### config.mk
export PLATFORM = sky130hd
export DESIGN_NAME = reorder_buffer_ex
export DESIGN_NICKNAME = d
export VERILOG_FILES = /design/src/rtl/reorder_buffer_ex.sv
export SDC_FILE = /design/constraint.sdc
export NUM_CORES = 1
export LEC_CHECK = 0
export BUFFER_PORTS_ARGS = -buffer_cell sky130_fd_sc_hd__buf_2
export CAP_MARGIN = 20
export CELL_PAD_IN_SITES_DETAIL_PLACEMENT = 1
export CELL_PAD_IN_SITES_GLOBAL_PLACEMENT = 2
export CORE_ASPECT_RATIO = 1.4
export CORE_MARGIN = 5
export CORE_UTILIZATION = 45
export CTS_CLUSTER_SIZE = 14
export DETAILED_ROUTE_END_ITERATION = 6
export GPL_TIMING_DRIVEN = 0
export PLACE_DENSITY_LB_ADDON = 0.1
export SLEW_MARGIN = 15
export SYNTH_ARGS = -nofsm -noshare
export SYNTH_HDL_FRONTEND = slang
export SYNTH_SLANG_ARGS = --single-unit
### constraint.sdc
create_clock -name clk -period 10.9 [get_ports clk]
set_clock_uncertainty 0.1 [all_clocks]
set_input_delay 1.09 -clock clk [delete_from_list [all_inputs] [get_ports clk]]
set_output_delay 1.09 -clock clk [all_outputs]
set_load 0.005 [all_outputs]
### src/rtl/reorder_buffer_ex.sv
// reorder_buffer_ex: in-order retirement buffer that frees old physical tags
module reorder_buffer_ex #(
    parameter int ROB_SIZE     = 16,
    parameter int TAG_W        = 6,
    parameter int WAKEUP_PORTS = 4,
    parameter int RETIRE_WIDTH = 2,
    parameter int IDX_W        = $clog2(ROB_SIZE)
) (
    input  logic                          clk,
    input  logic                          rst_n,
    input  logic                          enqueue_enable,
    input  logic [TAG_W-1:0]              enqueue_old_tag,
    output logic                          enqueue_ready,
    output logic [IDX_W-1:0]              next_rob_index,
    input  logic [WAKEUP_PORTS-1:0]       wakeup_active,
    input  logic [WAKEUP_PORTS*IDX_W-1:0] wakeup_rob_index,
    input  logic                          flush,
    output logic [RETIRE_WIDTH-1:0]       freed_valid,
    output logic [RETIRE_WIDTH*TAG_W-1:0] freed_tags,
    output logic [IDX_W:0]                count,
    output logic                          empty
);
    logic [ROB_SIZE-1:0]             occupied, done, wake_hit, done_m, ret_clr, enq_set;
    logic [ROB_SIZE-1:0][TAG_W-1:0]  old_tag;
    logic [IDX_W-1:0]                head, tail, slot;
    logic [RETIRE_WIDTH-1:0]         ret_mask;
    logic [RETIRE_WIDTH*TAG_W-1:0]   ret_tags;
    logic [IDX_W:0]                  ret_n;
    logic                            enq_fire, run;

    // count never exceeds ROB_SIZE, so its top bit alone means full
    assign enqueue_ready  = !count[IDX_W];
    assign next_rob_index = tail;
    assign empty          = count == '0;
    assign enq_fire       = enqueue_enable && enqueue_ready;
    assign enq_set        = enq_fire ? (ROB_SIZE'(1) << tail) : '0;

    // merge this cycle's wakeups into done, ignoring unoccupied slots
    always_comb begin
        wake_hit = '0;
        for (int p = 0; p < WAKEUP_PORTS; p++)
            if (wakeup_active[p]) wake_hit[wakeup_rob_index[p*IDX_W +: IDX_W]] = 1'b1;
        done_m = done | (occupied & wake_hit);
    end

    // retire the run of done entries starting at head, up to RETIRE_WIDTH
    always_comb begin
        ret_mask = '0;
        ret_tags = '0;
        ret_clr  = '0;
        ret_n    = '0;
        run      = 1'b1;
        slot     = head;
        for (int k = 0; k < RETIRE_WIDTH; k++) begin
            slot = head + IDX_W'(k);
            run  = run && occupied[slot] && done_m[slot];
            if (run) begin
                ret_mask[k]                 = 1'b1;
                ret_tags[k*TAG_W +: TAG_W]  = old_tag[slot];
                ret_clr[slot]               = 1'b1;
                ret_n                       = ret_n + (IDX_W+1)'(1);
            end
        end
    end

    // state update; flush wins over retire, enqueue and wakeup
    always_ff @(posedge clk or negedge rst_n) begin
        if (!rst_n) begin
            occupied    <= '0;
            done        <= '0;
            old_tag     <= '0;
            head        <= '0;
            tail        <= '0;
            count       <= '0;
            freed_valid <= '0;
            freed_tags  <= '0;
        end else if (flush) begin
            occupied    <= '0;
            done        <= '0;
            tail        <= head;
            count       <= '0;
            freed_valid <= '0;
            freed_tags  <= '0;
        end else begin
            occupied <= (occupied & ~ret_clr) | enq_set;
            done     <= done_m & ~ret_clr & ~enq_set;
            if (enq_fire) begin
                old_tag[tail] <= enqueue_old_tag;
                tail          <= tail + IDX_W'(1);
            end
            head        <= head + ret_n[IDX_W-1:0];
            count       <= count + (IDX_W+1)'(enq_fire) - ret_n;
            freed_valid <= ret_mask;
            freed_tags  <= ret_tags;
        end
    end
endmodule

Yosys cells after proc, flatten, opt, wreduce, memory -nomap -nowiden:

Index checks and enable logic that the tools add are counted.

* word-level logic and storage cells: 119
* output and inout bits: 25
* register bits after elaboration: 155
* bits of input ports: 30

* shift-type cells: 1
* order comparisons: 14
* bitwise logic cells: 13
* reduce and logical (&&, ||, !) cells: 15
* $add $sub $neg: 6
* muxes and demuxes: 47

Operators by type and width (number)
* 16-bit two-way mux: 9
* 96-bit bitwise mux: 1
* 16-bit OR: 6
* 16-bit AND: 4
* 6-bit binary-select mux with 4-bit select: 2
* 4-bit by 5-bit less-than comparator with 1-bit output (second input constant): 7
* 16-bit NOT: 2
* 6-bit two-way mux: 5
* 4-bit by 1-bit >= comparator with 1-bit output (second input constant): 7
* 1-bit demux with 4-bit select: 6
* 6-bit demux with 4-bit select: 1
* 1-bit binary-select mux with 4-bit select: 4
* 1-bit by 4-bit left shift with 16-bit output (first input constant): 1
* 1-bit two-way mux: 13
* 12-bit two-way mux: 1
* 1-bit logical AND: 11
* 5-bit two-way mux: 2
* 4-bit by 1-bit adder with 4-bit output (second input constant): 2
* 4-bit two-way mux: 2
* 5-bit by 1-bit adder with 5-bit output: 1
* 5-bit by 1-bit adder with 5-bit output (second input constant): 1
* 5-bit zero test: 1
* 5-bit subtractor: 1
* 4-bit adder: 1
* 5 further kinds: 5

Logic depth before layout (Yosys ltp):

Gate-level depths: netlist of run 1.

* depth in word-level cells: 23
* gate-level depth with buffers: 22
* depth with buffers taken out: 20

Worst setup path before layout of run 1:

No wires, ideal clock.

* path type: input port to flip-flop
* start point: in wakeup_rob_index[7]
* end point: reg count[4]
* required time: 10.722 ns
* library setup time: 0.078 ns
* arrival: 4.610 ns
* path buffers: 0
* slack: 6.112 ns
* cell stages on the path: 19
* cells stage by stage: or3b_1 o22ai_1 o21ai_1 a32oi_1 o32ai_1 a211oi_4 nand4bb_4 nor4_4 ha_1 ha_1 inv_1 ha_1 inv_1 fa_1 inv_1 a21oi_1 nor2_1 or3_1 a21oi_1

* word-level cells in the longest chain between the ends: 20
* elaborated cells on any way between the ends: 25
* classes of those cells: add/sub (2); order compare (2); mux (12); bitwise (5); reduce/logical (4)

Ends and longest elaborated chain
* start: declaration: line 16 `input logic [WAKEUP_PORTS*IDX_W-1:0] wakeup_rob_index,`
* 4-bit by 5-bit less-than comparator with 1-bit output (not written as such) or 4-bit by 1-bit >= comparator with 1-bit output (tied branches): line 42 `if (wakeup_active[p]) wake_hit[wakeup_rob_index[p*IDX_W +: IDX_W]] = 1'b1;`
* 1-bit logical AND (not written as such): line 42
* 1-bit two-way mux (not written as such): line 42
* 1-bit demux with 4-bit select (*): line 42
* 16-bit OR (no source line) (*)
* 16-bit two-way mux (*): line 42
* 16-bit OR (no source line)
* 16-bit two-way mux (*): line 42
* [... 4 more ...]
* 1-bit binary-select mux with 4-bit select: line 56 `run = run && occupied[slot] && done_m[slot];`
* 1-bit two-way mux (not written as such): line 56
* 1-bit logical AND: line 56
* 1-bit two-way mux or 1-bit logical AND (tied branches): line 57, 56
* 5-bit by 1-bit adder with 5-bit output or 1-bit logical AND (tied branches): line 61, 56
* 5-bit two-way mux (*): line 57 `if (run) begin`
* 5-bit subtractor (*): line 92 `count <= count + (IDX_W+1)'(enq_fire) - ret_n;`
* 5-bit two-way mux (*): line 77 `end else if (flush) begin`
* end signal: assignment: line 92
* end: declaration: line 20 `output logic [IDX_W:0] count,`

Mark *: on every way between the ends. The rest lies on a longest branch, timed or not. The select of a mux whose other input is x is not followed.
A chain may end at the register's enable or synchronous reset.

Worst setup path after layout of run 1:

* start point: reg head[1]
* end point: reg count[4]

* word-level cells in the longest chain between the ends: 8
* elaborated cells on any way between the ends: 17
* classes of those cells: add/sub (3); mux (11); reduce/logical (3)

Ends and longest elaborated chain
* start: declaration: line 25 `logic [IDX_W-1:0] head, tail, slot;`
* start signal: assignment: line 91 `head <= head + ret_n[IDX_W-1:0];`
* 1-bit binary-select mux with 4-bit select or 4-bit by 1-bit adder with 4-bit output (tied branches): line 56, 55
* 1-bit two-way mux (not written as such) or 1-bit binary-select mux with 4-bit select (tied branches): line 56
* 1-bit logical AND or 1-bit two-way mux (tied branches): line 56
* 1-bit two-way mux or 1-bit logical AND (tied branches): line 57, 56
* 5-bit by 1-bit adder with 5-bit output or 1-bit logical AND (tied branches): line 61, 56
* 5-bit two-way mux (*): line 57
* 5-bit subtractor (*): line 92
* 5-bit two-way mux (*): line 77

Marked as above.

==> results.md, run 1 <==
* Placed inst area at 10050 µm²
* Minimum clock period at 6.111 ns
* Final TNS setup at 0 ns
* Post-synth EDFFs at 0
* Fin. max-slew vios at 0
* Hold depth at 1
* Final Power at 2.267 mW
* Vias in the first global route at 8438
* Final net count at 941
* Dominant cells by area after synthesis: dfrtp_1 (41%), mux4_2 (15%), mux2_2 (12%)
* Drt wl/cell at 29.08 µm
* Synth top area share at 41.22%
* FFs w/ async S/R, synth at 100.0%
* Fmax at 0.1637 GHz
* Crit path capture type: flip-flop
* Longest Clk Path Bufs at 2
* ANT nets after route at 0
* Synth Instances at 813
* Post-route design area at 10680 µm²
* CTS resizes at 0
* Critical R2R Launch: head[1]
* Routed wire length at 33590 µm
* Hold crit path type: flip-flop to flip-flop
* Via-to-Cell Ratio at 6.470
* Reg2reg end: count[4]
* Worst slew pin tran at 1.068 ns
* Final Hold Fails at 0
* Clock transition at the registers of the reported paths at 0.07 ns
* Largest net degree at the start of global routing at 90
* GPL Wtd Cong at 0.9835
* Synth area leader: dfrtp_1
* Status: finished clean
* Seq cells post-synth at 155
* Layout cells sized above 1 at 30.81%
* Die W at 132.2 µm
* Post-DP HPWL at 25280 µm
* Final setup violation count at 0
* Slew margin rel. at 28.83%
* Die height at 181.1 µm
* Maxcap violations at 0
* Top-count cell post-synth: dfrtp_1
* P&R area growth vs syn at 13.52%
* Sequential share of the synthesized area at 41.22%
* # Post-CTS Setup Buffers at 0
* Remaining Overflow, GRT at 0
* H-tree levels at 4
* Final core utilization at 51.97%
* CP Data Arrival Time at 6.36 ns
* Starting Density at 45.78%
* Synth Warn # at 0
* CTS tree: done
* CTS root buf: clkbuf_16
* Die Area at 23940 µm²
* Syn_area_per_cell at 11.57 µm²
* ANT cells at 0
* Initial DRT Pass Iterations at 6
* Kind of critical path: flip-flop to flip-flop
* First-pass GRT wire length at 51810 µm
* PortBufs at 53
* Setup slack, reg-to-reg at 4.79 ns
* Clock sink total at 155
* Leakage at 4.686 nW
* Maximum VDD drop at 0.1241 mV
* Row cnt at 62
* Final period util at 56.06%
* Yosys cell types at 68
* Initial DRC count at 532
* Syn nets at 867
* Endpoint, Worst Hold: old_tag[47]
* DRC violations left at 0
* # fillers at 2185
* Primary FF master, synth: dfrtp_1
* Post-Synthesis Cell Area at 9410 µm²
* Tot GR Track Use at 28.43%
* Clk_lat worst skew at 0.44 ns
* Post-synth top cells: dfrtp_1 (155), mux2_2 (98), nand2_1 (71)
* IO Pins at 55
* Worst-path fanout max at 12
* Worst Path Required at 11.15 ns
* Initial antenna violation count at 0
* Hold Crit Start: old_tag[47]
* Power per Cell Area at 212.2 nW/µm²
* Cts bufs inserted at 17
* Via count at 7473
* RSZ-0062 raised after global routing: false
* Register-to-Register Path Depth at 20
* Hold Buf Count CTS at 0
* Worst setup SP type: flip-flop
* Core ar. at 20560 µm²
[metrics by stage]
step                hold WS, ns  setup slack, ns  std cells
CTS                      0.4317            4.815       1155
finish                   0.4344            4.789       1155
floorplan                0.3913            6.112        813
global placement         0.4004            4.859       1122
detailed placement       0.4174            4.908       1124
global route             0.4474            4.514       1155
[worst max-delay path, stage by stage (launching register included)]
cell      delay (ns)
dfrtp_1         0.45
buf_2           0.30
clkinv_1        0.49
ha_1            0.48
clkbuf_1        0.36
clkbuf_1        0.66
nor3_1          0.16
a31oi_1         0.20
o211ai_1        0.20
nor4_4          0.68
ha_1            0.38
ha_1            0.29
inv_1           0.04
ha_1            0.18
inv_1           0.07
fa_1            0.21
inv_1           0.05
a21oi_1         0.14
nor2_1          0.07
or3_1           0.34
a21oi_1         0.15
[flip-flops by register name, summed over array words and instances (netlist names)]
signal,count
count,5
done,16
freed_tags,12
freed_valid,2
head,4
next_rob_index,4
occupied,16
old_tag,96
[final cells by class]
| class | count | area [µm²] | share of cell area [%] |
|---|---|---|---|
| Inverter | 36 | 135.1 | 1.265 |
| Tap cell | 256 | 320.3 | 2.998 |
| Clock buffer | 17 | 425.4 | 3.982 |
| Clock inverter | 14 | 205.2 | 1.921 |
| Sequential cell | 155 | 3879 | 36.31 |
| Buffer | 48 | 198.9 | 1.862 |
| Timing Repair Buffer | 55 | 306.5 | 2.870 |
| Multi-Input combinational cell | 574 | 5213 | 48.79 |
[power breakdown]
part / switching [mW] / internal [mW] / total [mW] / leakage (nW)
clock network: 0.280 / 0.370 / 0.650 / 0.304
logic: 0.469 / 0.378 / 0.847 / 2.28
registers: 0.0908 / 0.679 / 0.770 / 2.10
total: 0.840 / 1.43 / 2.27 / 4.69
[placed cells by master, fill, tap and decap left out, types with 4 or more instances in the layout]
master	Yosys	final
o21ai_0	27	27
nand2b_1	19	19
clkbuf_16	0	17
nor4_1	9	9
mux2_2	98	98
and3_1	10	10
inv_1	35	35
clkbuf_1	29	29
buf_2	12	64
a21boi_0	4	4
mux4_2	64	64
nor3_1	16	13
buf_1	6	7
o31ai_1	6	6
ha_1	22	22
o32ai_1	5	5
a21o_1	9	9
dfrtp_1	155	155
xnor2_1	4	4
nand3b_1	10	10
or3b_1	4	4
a31oi_1	7	7
nor2b_1	14	14
nand2_1	71	71
nor3b_1	10	10
xor2_1	5	5
a21oi_1	29	29
or2_2	6	6
o22ai_1	28	28
nand3_1	15	15
nor2_1	25	25
inv_6	0	4
[kinds of logic after synthesis]
kind of cell | Yosys count | share of synthesized area, %
DFF | 155 | 41.22
buffers and inverters | 84 | 3.550
muxes | 165 | 27.36
and+or+nand+nor | 227 | 13.12
xor gates and xnor gates | 9 | 0.8376
adders and majority gates | 24 | 3.351
AOI/OAI and AO/OA | 149 | 10.56
[layer usage]
layer | GRT usage (%) | wire length, µm | up-vias
met5 | 0 | 0 | -
met4 | 14.02 | 1803 | 0
met3 | 4.341 | 1353 | 103
met2 | 52.09 | 18070 | 267
met1 | 31.88 | 12360 | 3901
li1 | - | - | 3202
[worst max-delay path by stage]
stage / end / depth (start not counted) / slack, ns / from
final: count[4] / 20 / 4.79 / head[1]
after global placement: count[4] / 21 / 4.86 / wakeup_rob_index[6]
after CTS: count[4] / 20 / 4.81 / head[1]
after floorplan: count[4] / 19 / 6.11 / wakeup_rob_index[7]
after global routing: count[4] / 20 / 4.51 / head[1]
after detailed placement: count[4] / 20 / 4.91 / head[1]
No activity file was read; power rests on OpenSTA's default activity.
==> run 2: changes to the inputs <==
- CORE_UTILIZATION: 45 -> 42
- clock period: 10.9 -> 5.7 ns (I/O delays scaled with it)
==> results.md, run 2 (synthesized netlist as in run 1, its figures left out) <==
* Status: finished clean
* Layout cells sized above 1 at 31.49% (+0.68 points)
* Leakage at 4.710 nW (+0.49%)
* Minimum clock period at 5.208 ns (-0.9026 ns)
* Final Hold Fails at 0 (unchanged)
* Die height at 187.1 µm (+3.3%)
* IO Pins at 55 (unchanged)
* CTS root buf: clkbuf_16
* Final period util at 91.37% (+35 points)
* Remaining Overflow, GRT at 0 (unchanged)
* Longest Clk Path Bufs at 2 (unchanged)
* Most frequent cells in the layout: dfrtp_1 (155), mux2_2 (98), nand2_1 (71)
* Initial antenna violation count at 0 (unchanged)
* Hold depth at 2 (+1)
* Fin. max-slew vios at 0 (unchanged)
* Worst-path fanout max at 12 (unchanged)
* Die W at 136.5 µm (+3.2%)
* PortBufs at 53 (unchanged)
* DRC violations left at 0 (unchanged)
* Final core utilization at 49.03% (-2.9 points)
* Reg with most FFs: old_tag
* Clock sink total at 155 (unchanged)
* Die Area at 25540 µm² (+6.7%)
* FF+latch area at 3879 µm² (unchanged)
* ANT nets after route at 0 (unchanged)
* Post-route design area at 10760 µm² (+0.70%)
* Final setup violation count at 0 (unchanged)
* Post-DP HPWL at 25250 µm (-0.15%)
* Drt wl/cell at 28.49 µm (-2.0%)
* Via-to-Cell Ratio at 6.284 (-2.9%)
* Largest net degree at the start of global routing at 108 (+20%)
* Multi-input gate area at 5213 µm² (unchanged)
* Slew margin rel. at 27.57% (-1.3 points)
* Core ar. at 21940 µm² (+6.7%)
* Maximum VDD drop at 0.2575 mV (+110%)
* Starting Density at 42.89% (-2.9 points)
* Row cnt at 64 (+3.2%)
* CTS tree: done
* Worst Path Required at 5.95 ns (-5.20 ns)
* First-pass GRT wire length at 52930 µm (+2.2%)
* Max reg flops at 96 (unchanged)
* RSZ-0062 raised after global routing: false
* P&R area growth vs syn at 14.32%
* Register-to-Register Path Depth at 19 (-5.0%)
* Clock transition at the registers of the reported paths at 0.07 ns (about the same)
* Kind of critical path: flip-flop to flip-flop
* Placed inst area at 10120 µm² (+0.70%)
* CP Data Arrival Time at 5.46 ns (-0.90 ns)
* Initial DRT Pass Iterations at 5 (-1)
* Hold crit path type: primary input to flip-flop
* Routed wire length at 34250 µm (+2.0%)
* Most common cell after layout, fill and taps aside: dfrtp_1
* Vias in the first global route at 8476 (+0.45%)
* Initial DRC count at 673 (+27%)
* # fillers at 2397 (+9.7%)
* Maxcap violations at 0 (unchanged)
* Worst setup SP type: flip-flop
* H-tree levels at 4 (unchanged)
* Tot GR Track Use at 27.91% (-0.52 points)
* Power per Cell Area at 393.8 nW/µm² (+86%)
* Worst slew pin tran at 1.086 ns (+0.01881 ns)
* Fmax at 0.1920 GHz (+17%)
* Crit path capture type: flip-flop
* ANT cells at 0 (unchanged)
* GPL Wtd Cong at 0.9769 (-0.67%)
* Final Power at 4.236 mW (+87%)
* Cts bufs inserted at 17 (unchanged)
* Via count at 7553 (+1.1%)
* Largest regs: old_tag (96), done (16), occupied (16)
* Clk_lat worst skew at 0.43 ns (about the same)
* Final net count at 946 (+0.53%)
-- run 2: cell count changes in the layout (fill, tap and decap cells not counted), moves of 2 or more --
cell        change
clkinvlp_4      +2
clkinv_2        +3
buf_4           +4
inv_8           -2
clkinv_8        -2
clkbuf_8        +2
-- run 2: area by class of cell --
cell class                 instances  area share, %
sequential                       155          36.05
inverter                          36          1.291
multi-input combinational        574          48.45
clock buffer                      20          4.245
tap                              297          3.454
buffer                            47          1.826
timing repair buffer              61          3.431
clock inverter                    12          1.244
-- run 2: worst paths after layout --
check / startpoint / endpoint / slack, ns
setup / recovery: head[1] / count[4] / 0.49
hold / removal: enqueue_old_tag[4] / old_tag[46] / 0.39
setup reg to reg: head[1] / count[4] / 0.49
hold reg to reg: old_tag[74] / old_tag[74] / 0.43
max in group asynchronous: rst_n / old_tag[50] / 4.10
min in group asynchronous: rst_n / occupied[13] / 0.52
-- run 2: routing by layer --
layer | wire [µm] | track usage, % | vias up
met4 | 2297 | 16.37 | 0
li1 | - | - | 3230
met3 | 1258 | 3.606 | 107
met2 | 18020 | 48.82 | 261
met5 | 0 | 0 | -
met1 | 12680 | 32.14 | 3955
-- run 2: timing repair --
item | 4_1_cts | 5_1_grt
hold buffers | 1 | 0
endpoints found under the setup margin | 3 | 1
buffers inserted | 1 | 0
hold endpoints to repair | 48 | 0
gates resized for setup | 1 | 1
pin swaps | 1 | 0
-- run 2: worst max-delay path, cell delays in order, from the launching register on --
cell and delay, ns:
dfrtp_1 0.41, buf_2 0.30, clkinvlp_4 0.35, ha_1 0.53, inv_1 0.30, mux2_2 0.37, mux2i_1 0.30, nor3_1 0.18
nor4_4 0.46, ha_1 0.32, ha_1 0.28, inv_1 0.04, ha_1 0.19, inv_1 0.07, fa_1 0.20, inv_1 0.05
a21oi_1 0.12, nor2_1 0.07, or3_1 0.34, a21oi_1 0.15
-- run 2: power by group --
group          internal (mW)  switching (mW)
clock                  0.672           0.488
sequential              1.30           0.177
combinational          0.725           0.875
-- run 2: per-stage QoR --
step | hold slack [ns] | TNS (ns) | cells | setup WS, ns
6_report | 0.3853 | 0 | 1202 | 0.4921
5_1_grt | 0.3796 | 0 | 1202 | 0.2161
4_1_cts | 0.3680 | 0 | 1201 | 0.1624
3_5_place_dp | 0.4104 | -0.2075 | 1167 | -0.2075
3_3_place_gp | 0.4014 | -0.1222 | 1163 | -0.1222
2_1_floorplan | 0.1744 | 0 | 813 | 1.147
==> run 3: changes to the inputs <==
- CORE_MARGIN: 5 -> default
==> results.md, run 3 (synthesized netlist as in run 1, its figures left out) <==
* GPL Wtd Cong at 0.9786 (+0.17%)
* Comb power frac at 35.9% (-1.9 points)
* Critical-path top delay cell: ha_1
* Buf+Inv Stages, Crit Path at 6 (unchanged)
* Most common cell after layout, fill and taps aside: dfrtp_1
* Clock transition at the registers of the reported paths at 0.06 ns (about the same)
* Clock sink total at 155 (unchanged)
* Via count at 7584 (+0.41%)
* Reg with most FFs: old_tag
* Minimum clock period at 5.336 ns (+0.1285 ns)
* Clock power frac at 30.6% (+3.2 points)
* PortBufs at 53 (unchanged)
* Final core utilization at 49.51% (+0.48 points)
* Initial DRT Pass Iterations at 5 (unchanged)
* Worst path max stage delay at 0.51 ns (-0.02 ns)
* Maxcap violations at 0 (unchanged)
* Final period util at 93.62% (+2.3 points)
* Sw frac at 34.35% (-2.0 points)
* Die height at 179.1 µm (-4.3%)
* Most frequent cell on the critical path: ha_1
* Net switching power at 1.517 mW (-1.4%)
* Final Hold Fails at 0 (unchanged)
* Drt wl/cell at 28.62 µm (+0.46%)
* Top delay family on crit path: adder cells
* Initial DRC count at 543 (-19%)
* RSZ-0062 raised after global routing: false
* Max reg flops at 96 (unchanged)
* Layout cells sized above 1 at 31.42% (-0.076 points)
* Flop pwr share at 33.5% (-1.4 points)
* Final setup violation count at 0 (unchanged)
* Fin. max-slew vios at 0 (unchanged)
* Row cnt at 64 (unchanged)
* ANT nets after route at 0 (unchanged)
* Maximum VDD drop at 0.3354 mV (+30%)
* H-tree levels at 4 (unchanged)
* Fmax at 0.1874 GHz (-2.4%)
* P&R area growth vs syn at 15.44%
* Kind of critical path: flip-flop to flip-flop
* Routed wire length at 34410 µm (+0.46%)
* Hold crit path type: primary input to flip-flop
* CP Cell Sequence: buf_2 -> clkinv_2 -> ha_1 -> clkbuf_2 -> nand3_1 -> o32ai_1 -> a221oi_1 -> o211ai_1 -> nor4_4 -> ha_1 -> ha_1 -> inv_1 -> ha_1 -> inv_1 -> fa_1 -> inv_1 -> a21oi_1 -> nor2_1 -> or3_1 -> a21oi_1
* Status: finished clean
* Final TNS setup at 0 ns (unchanged)
* Worst setup SP type: flip-flop
* CTS root buf: clkbuf_16
* Cts bufs inserted at 17 (unchanged)
* Starting Density at 42.89% (unchanged)
* Worst-path fanout max at 12 (unchanged)
* Remaining Overflow, GRT at 0 (unchanged)
* Longest Clk Path Bufs at 2 (unchanged)
* Initial antenna violation count at 0 (unchanged)
* DRC violations left at 0 (unchanged)
* CP Data Arrival Time at 5.60 ns (+0.14 ns)
* Most frequent cells in the layout: dfrtp_1 (155), mux2_2 (98), nand2_1 (71)
* Via-to-Cell Ratio at 6.309 (+0.41%)
* Die Area at 23020 µm² (-9.9%)
* Post-DP HPWL at 25410 µm (+0.65%)
* Worst Path Required at 5.97 ns (+0.02 ns)
* Power per Cell Area at 406.5 nW/µm² (+3.2%)
* First-pass GRT wire length at 51870 µm (-2.0%)
* Die W at 128.5 µm (-5.9%)
* Largest net degree at the start of global routing at 107 (-0.93%)
* Core ar. at 21940 µm² (unchanged)
* Largest regs: old_tag (96), done (16), occupied (16)
* CTS tree: done
* Slew margin rel. at 34.97% (+7.4 points)
* Final net count at 946 (unchanged)
* IO Pins at 55 (unchanged)
* Leakage at 4.759 nW (+1.0%)
* Clk_lat worst skew at 0.45 ns (+0.02 ns)
* Cell internal pwr at 2.899 mW (+7.5%)
* Tot GR Track Use at 32.06% (+4.1 points)
* Crit path capture type: flip-flop
* Vias in the first global route at 8266 (-2.5%)
* Worst slew pin tran at 0.9755 ns (-0.1109 ns)
## run 3: power by group through the flow
stage,logic [mW],clock network [mW],registers (mW)
5_1_grt,1.71,1.40,1.51
6_report,1.59,1.35,1.48
3_5_place_dp,1.57,0,1.49
2_1_floorplan,1.11,0,1.42
3_3_place_gp,1.53,0,1.46
4_1_cts,1.59,1.36,1.48
## run 3: metal layers
metal | routed length (µm) | track usage (%) | up-vias
li1 | - | - | 3227
met1 | 13040 | 36.61 | 4008
met2 | 17820 | 55.43 | 246
met3 | 1412 | 5.043 | 103
met4 | 2137 | 21.18 | 0
met5 | 0 | 0 | -
## run 3: metrics by stage
step | std cells | power [mW] | instance area, µm² | setup slack [ns] | hold slack [ns]
4_1_cts | 1201 | 4.430 | 10850 | 0.1735 | 0.3347
3_5_place_dp | 1168 | 3.062 | 10140 | -0.4785 | 0.4126
5_1_grt | 1201 | 4.615 | 10860 | 0.07041 | 0.3552
6_report | 1202 | 4.416 | 10860 | 0.3635 | 0.3482
3_3_place_gp | 1163 | 2.992 | 10050 | -0.4093 | 0.4020
2_1_floorplan | 813 | 2.531 | 9410 | 1.147 | 0.1744
## run 3: cell type report
cell class	instances	area [µm²]
antenna	1	2.502
clock inverter	11	240.2
multi-input combinational	574	5213
clock buffer	20	446.7
timing repair buffer	61	376.6
sequential	155	3879
buffer	47	197.7
fill	2363	11080
tap	297	371.6
inverter	36	136.4
## run 3: timing repair
item,in CTS,in global routing
buffers inserted,1,0
hold buffers,1,0
cloned,0,0
setup endpoints to repair,4,1
gates resized for setup,1,3
hold endpoints to repair,49,0
pin swaps,1,0
## run 3: final timing paths
path,startpoint,endpoint,slack (ns),cells past startpoint
min,enqueue_old_tag[0],old_tag[90],0.35,2
max reg2reg,head[1],count[4],0.36,20
min reg2reg,old_tag[12],old_tag[12],0.43,1
max,head[1],count[4],0.36,20
min in group asynchronous,rst_n,done[13],0.54,2
max in group asynchronous,rst_n,count[2],4.07,3
